### src/rtl/ifu_pkg.sv
`default_nettype none
// ============================================================================
// ifu_pkg : shared IFU types and constants (instruction word, ibuf pointers)
// Revision: 1.0
// ============================================================================
package ifu_pkg;

   localparam int IFU_INST_LEN   = 32;
   localparam int IFU_IBUF_AW    = 4;
   localparam int IFU_IBUF_DEPTH = 1 << IFU_IBUF_AW;

   // Extra MSB distinguishes full from empty when the index bits match.
   typedef logic [IFU_IBUF_AW:0] ptr_t;

   function automatic logic [IFU_IBUF_AW-1:0] lane_idx(input ptr_t ptr, input int unsigned i);
      ptr_t sum;
      sum = ptr + ptr_t'(i);
      return sum[IFU_IBUF_AW-1:0];
   endfunction

endpackage
`default_nettype wire

### src/rtl/ifu_ibuf_wdec.sv
`default_nettype none
// ============================================================================
// ifu_ibuf_wdec : per-entry write enable/data decode for a multi-lane ring
// Revision: 1.0
// ============================================================================
module ifu_ibuf_wdec
   import ifu_pkg::*;
#(
   parameter int DATA_LEN   = IFU_INST_LEN,
   parameter int ADDR_WIDTH = IFU_IBUF_AW,
   parameter int ENQ_WIDTH  = 2,
   localparam int DEPTH     = 1 << ADDR_WIDTH,
   localparam int EW        = $clog2(ENQ_WIDTH + 1)
) (
   input  logic [ADDR_WIDTH-1:0]         widx,
   input  logic [EW-1:0]                 enq_num,
   input  logic [ENQ_WIDTH*DATA_LEN-1:0] enq_data,
   output logic [DEPTH-1:0]              wr_en,
   output logic [DEPTH*DATA_LEN-1:0]     wr_data
);

   for (genvar e = 0; e < DEPTH; e++) begin : g_ent
      logic [ADDR_WIDTH-1:0] ofs;
      logic                  en;
      logic [DATA_LEN-1:0]   d;

      // Distance from the write index tells which lane (if any) targets this entry.
      assign ofs = ADDR_WIDTH'(e) - widx;

      always_comb begin
         en = 1'b0;
         d  = '0;
         for (int l = 0; l < ENQ_WIDTH; l++) begin
            if (ofs == ADDR_WIDTH'(l)) begin
               en = (EW'(l) < enq_num);
               d  = enq_data[l*DATA_LEN +: DATA_LEN];
            end
         end
      end

      assign wr_en[e]                        = en;
      assign wr_data[e*DATA_LEN +: DATA_LEN] = d;
   end

endmodule
`default_nettype wire

### src/rtl/ifu_ibuf_mp.sv
`default_nettype none
// ============================================================================
// ifu_ibuf_mp : multi-lane fetch-to-decode instruction ring buffer with flush
// Revision: 1.0
// ============================================================================
module ifu_ibuf_mp
   import ifu_pkg::*;
#(
   parameter int DATA_LEN   = IFU_INST_LEN,
   parameter int ADDR_WIDTH = IFU_IBUF_AW,
   parameter int ENQ_WIDTH  = 2,
   parameter int DEQ_WIDTH  = 2,
   localparam int DEPTH     = 1 << ADDR_WIDTH,
   localparam int EW        = $clog2(ENQ_WIDTH + 1),
   localparam int DW        = $clog2(DEQ_WIDTH + 1),
   localparam int CW        = ADDR_WIDTH + 1
) (
   input  logic                          clk,
   input  logic                          rst_n,
   input  logic                          flush,
   input  logic [EW-1:0]                 enq_num,
   input  logic [ENQ_WIDTH*DATA_LEN-1:0] enq_data,
   output logic                          enq_ready,
   output logic [DEQ_WIDTH-1:0]          deq_valid,
   output logic [DEQ_WIDTH*DATA_LEN-1:0] deq_data,
   input  logic [DW-1:0]                 deq_num,
   output logic [CW-1:0]                 count,
   output logic                          empty,
   output logic                          full
);

   logic [CW-1:0]             wptr;
   logic [CW-1:0]             rptr;
   logic [CW-1:0]             free;
   logic [CW-1:0]             enq_cnt;
   logic [CW-1:0]             deq_req;
   logic [CW-1:0]             deq_cnt;
   logic                      enq_fire;
   logic [EW-1:0]             wr_num;
   logic [DEPTH-1:0]          wr_en;
   logic [DEPTH*DATA_LEN-1:0] wr_data;
   logic [DATA_LEN-1:0]       mem [DEPTH];

   assign count = wptr - rptr;
   assign free  = CW'(DEPTH) - count;
   assign empty = (count == '0);
   assign full  = (count == CW'(DEPTH));

   // Ready depends only on the registered pointers, never on this cycle's dequeue.
   assign enq_ready = (free >= CW'(ENQ_WIDTH));
   assign enq_fire  = enq_ready && (enq_num != '0) && !flush;
   assign wr_num    = enq_fire ? enq_num : '0;
   assign enq_cnt   = CW'(wr_num);

   assign deq_req = CW'(deq_num);
   assign deq_cnt = (deq_req > count) ? count : deq_req;

   always_ff @(posedge clk or negedge rst_n) begin
      if (!rst_n) begin
         wptr <= '0;
         rptr <= '0;
      end else if (flush) begin
         wptr <= rptr;
      end else begin
         wptr <= wptr + enq_cnt;
         rptr <= rptr + deq_cnt;
      end
   end

   ifu_ibuf_wdec #(
      .DATA_LEN   (DATA_LEN),
      .ADDR_WIDTH (ADDR_WIDTH),
      .ENQ_WIDTH  (ENQ_WIDTH)
   ) u_wdec (
      .widx     (wptr[ADDR_WIDTH-1:0]),
      .enq_num  (wr_num),
      .enq_data (enq_data),
      .wr_en    (wr_en),
      .wr_data  (wr_data)
   );

   always_ff @(posedge clk) begin
      for (int e = 0; e < DEPTH; e++) begin
         if (wr_en[e]) begin
            mem[e] <= wr_data[e*DATA_LEN +: DATA_LEN];
         end
      end
   end

   for (genvar i = 0; i < DEQ_WIDTH; i++) begin : g_rd
      logic [ADDR_WIDTH-1:0] idx;
      assign idx                              = rptr[ADDR_WIDTH-1:0] + ADDR_WIDTH'(i);
      assign deq_data[i*DATA_LEN +: DATA_LEN] = mem[idx];
      assign deq_valid[i]                     = (count > CW'(i));
   end

   a_deq_num_legal : assert property (@(posedge clk) disable iff (!rst_n)
      !flush |-> (deq_req <= count))
      else $warning("ibuf: deq_num %0d exceeds count %0d, clamped", deq_num, count);

endmodule
`default_nettype wire

### config.mk
export PLATFORM = sky130hd
export DESIGN_NAME = ifu_ibuf_mp
export DESIGN_NICKNAME = d
export VERILOG_FILES = /design/src/rtl/ifu_pkg.sv /design/src/rtl/ifu_ibuf_wdec.sv /design/src/rtl/ifu_ibuf_mp.sv
export SDC_FILE = /design/constraint.sdc
export NUM_CORES = 1
export LEC_CHECK = 0
export CORE_UTILIZATION = 40
export CTS_BUF_LIST = sky130_fd_sc_hd__clkbuf_4 sky130_fd_sc_hd__clkbuf_8
export CTS_CLUSTER_SIZE = 8
export DETAILED_ROUTE_END_ITERATION = 12
export PLACE_DENSITY = 0.55
export SYNTH_ARGS = -nofsm -noshare
export SYNTH_HDL_FRONTEND = slang
export SYNTH_SLANG_ARGS = --single-unit
### constraint.sdc
create_clock -name clk -period 16.4 [get_ports clk]
set_input_delay 1.64 -clock clk [delete_from_list [all_inputs] [get_ports clk]]
set_output_delay 1.64 -clock clk [all_outputs]
set_load 0.02 [all_outputs]
==> impl_results.md <==
* Result of the run: completed
* DRT Wirelength at 112.8 mm
* Core area at 74,570 µm²
* Initial Util at roughly 40%
* Register area share after synthesis at 51.81%
* Maximum VDD drop at between 100 and 150 µV
* Dpl hpwl at 59.44 mm
* Area Overhead vs Synth at 13.04%
* CP Data Arrival Time at 5.33 ns
* GRT overflow at 0
* CTS tree: done
* Worst Hold Class: reg -> reg
* Top FF cell, synth: edfxtp_1
* Synthesized cell area at 30,160 µm²
* First-pass GRT wire length at 159.4 mm
* Root Buffer: clkbuf_8
* Sequential Power Share at 25.5%
* GRT Util Overall at 29.14%
* Vias in the first global route at 21,490
* Number of flops mapped to enable cells by yosys at 512
* Post-Synthesis Cells at 2,028
* Tmin final at ~7 ns
* Largest net degree at the start of global routing at 73
* DIE AREA at 76,500 µm²
* H-Tree Depth at 3
* Via-to-Cell Ratio at approximately 7
* Clock sink count at 522
* Asr flop ratio synth at between 1.5 and 2%
* FP Rows at 100
* Worst relative slew slack at about an eighth
* Max clock buf depth at 3
* Dpl ws at slightly above 10 ns
* Layout cells sized above 1 at 27.00%
* Post-synthesis register bit count at 522
* Worst skew pair latency at 0.71 ns
* Combinational share of power at approximately 60%
* Drt pass-1 iters at 5
* Initial antenna violation count at 3
* Die Ht at 276.6 µm
* Mean post-synth cell area at between 10 and 15 µm²
* Fin. max-slew vios at 0
* Clock transition at path regs at 0.05 ns
* Crit path kind: reg -> out
* # port buffers at 144
* GPL Wtd Cong at 0.8082
* Switching Share at a little over two fifths
* RSZ-0062 raised after global routing: false
* Final Worst Setup Slack at between 9 and 10 ns
* Final period util at 42.48%
* Residual DRC at 0
* Routed WL per cell at 36.85 µm
* Cts hold-fix bufs at 0
* TritonCTS Buffers at 92
* IO Count at around 150
* Max FO, Critical Path at roughly 70
* Routed vias at 21,540
* Pwr per Cell Area at 222.1 nW/µm²
* Die width at 276.6 µm
* Setup violators final at 0
* Post-cts sizing count at 0
* Starting DRT DRC Count at 2,843
* Clock Power Share at 15.7%
* Post-CTS setup buffers at 0
* Setup TNS Final at 0 ns
* Pleak at 11.50 nW
* Yosys cell types at 39
* Ys Warns at 0
* Maxcap violations at 0
* Most frequent cells in the layout: a22o_1, edfxtp_1, mux4_2
* Hold Vio Cnt, Final at 0
* Max Freq at around 0.14 GHz
* CP Launch Type: register
* Int Pwr at 0.004334 W
* Nets at 2,124
* CP required at 14.76 ns
* Sw Pwr at between 0.003 and 0.004 W
* Clock Skew at between 0.02 and 0.03 ns
* Worst Max-Slew Pin Slew at approximately 1.3 ns
* Antenna-violating nets left at 0
* Setup crit end kind: primary output
-- logic make-up (layout without fill, tap and decap cells) --
kind of cell	count (synthesis)	in the layout	share of synthesized area, %
compound gates	580	580	16.15
fa+ha+maj	26	26	1.153
simple gates	243	243	3.647
flops	522	522	51.81
other cells	1	4	0.01243
xor+xnor	20	20	0.6513
mux	295	295	21.75
buf+inv	341	401	4.825
-- worst max-delay path, cell delays in order, from the launching register on --
cell	delay [ns]
dfrtp_4	1.04
ha_4	0.89
buf_4	0.99
mux4_2	0.42
mux4_2	0.56
clkdlybuf4s50_1	0.58
-- registers in the layout, summed over array words and instances (netlist names) --
register	cells
mem	512
wptr	5
rptr	5
-- power groups by stage --
stage	logic (W)	registers, W	clock network (W)
after global routing	0.00462	0.00195	0.00126
after floorplan	0.00283	0.00187	0
after detailed placement	0.00441	0.00196	0
after CTS	0.00443	0.00193	0.00120
final	0.00445	0.00193	0.00119
after global placement	0.00436	0.00195	0
-- Yosys cell counts (9+ instances only) --
cell | instances | area [µm²]
a22o_1 | 512 | 4484
edfxtp_1 | 512 | 15370
mux4_2 | 288 | 6486
clkbuf_1 | 174 | 653.1
nand2_1 | 143 | 536.8
buf_1 | 74 | 277.8
buf_2 | 59 | 295.3
and3_1 | 35 | 219.0
a31oi_1 | 32 | 200.2
nor3_1 | 27 | 135.1
a21oi_1 | 26 | 130.1
ha_1 | 23 | 287.8
nor2_1 | 17 | 63.81
inv_1 | 11 | 41.29
dfrtp_1 | 10 | 250.2
xor2_1 | 10 | 87.58
buf_4 | 9 | 67.56
buf_6 | 9 | 101.4
-- area by class of cell --
class	instances	area, µm²
clock inverters	41	279.0
clock buffers	115	1445
multi-input cells	1166	13370
fillers	6549	40480
flip-flops and latches	522	15640
inverters	16	60.06
diodes	2	5.005
repair buffers	229	2087
well taps	969	1212
-- per-stage QoR --
| stage | total power [W] | hold slack, ns | cells | util [%] | cell area (µm²) |
|---|---|---|---|---|---|
| global route | 0.007833 | 0.5308 | 3060 | 45.72 | 34090 |
| finish | 0.007571 | 0.5192 | 3060 | 45.72 | 34090 |
| floorplan | 0.004701 | 0.4802 | 2029 | - | 30160 |
| detailed placement | 0.006371 | 0.4997 | 2902 | 43.40 | 32360 |
| CTS | 0.007563 | 0.5147 | 3058 | 45.71 | 34090 |
| global placement | 0.006315 | 0.4951 | 2901 | 43.37 | 32340 |
-- final timing paths --
check	slack (ns)	depth (start not counted)	from	to
max in group asynchronous	14.68	1	rst_n	rptr[0]
setup / recovery	9.43	5	rptr[0]	deq_data[44]
min in group asynchronous	1.31	1	rst_n	rptr[1]
setup reg to reg	10.89	11	rptr[0]	mem[8][14]
hold reg to reg	0.52	1	rptr[4]	rptr[4]
hold / removal	0.52	1	rptr[4]	rptr[4]
-- layer usage --
layer | track usage, % | part of all wire [%] | vias up
met4 | 12.73 | 4.1 | 0
met2 | 46.55 | 47 | 1579
met5 | 0 | 0 | -
met1 | 38.02 | 38 | 11240
met3 | 6.775 | 11 | 304
li1 | - | - | 8425
Power figures use the tool's default switching activity.
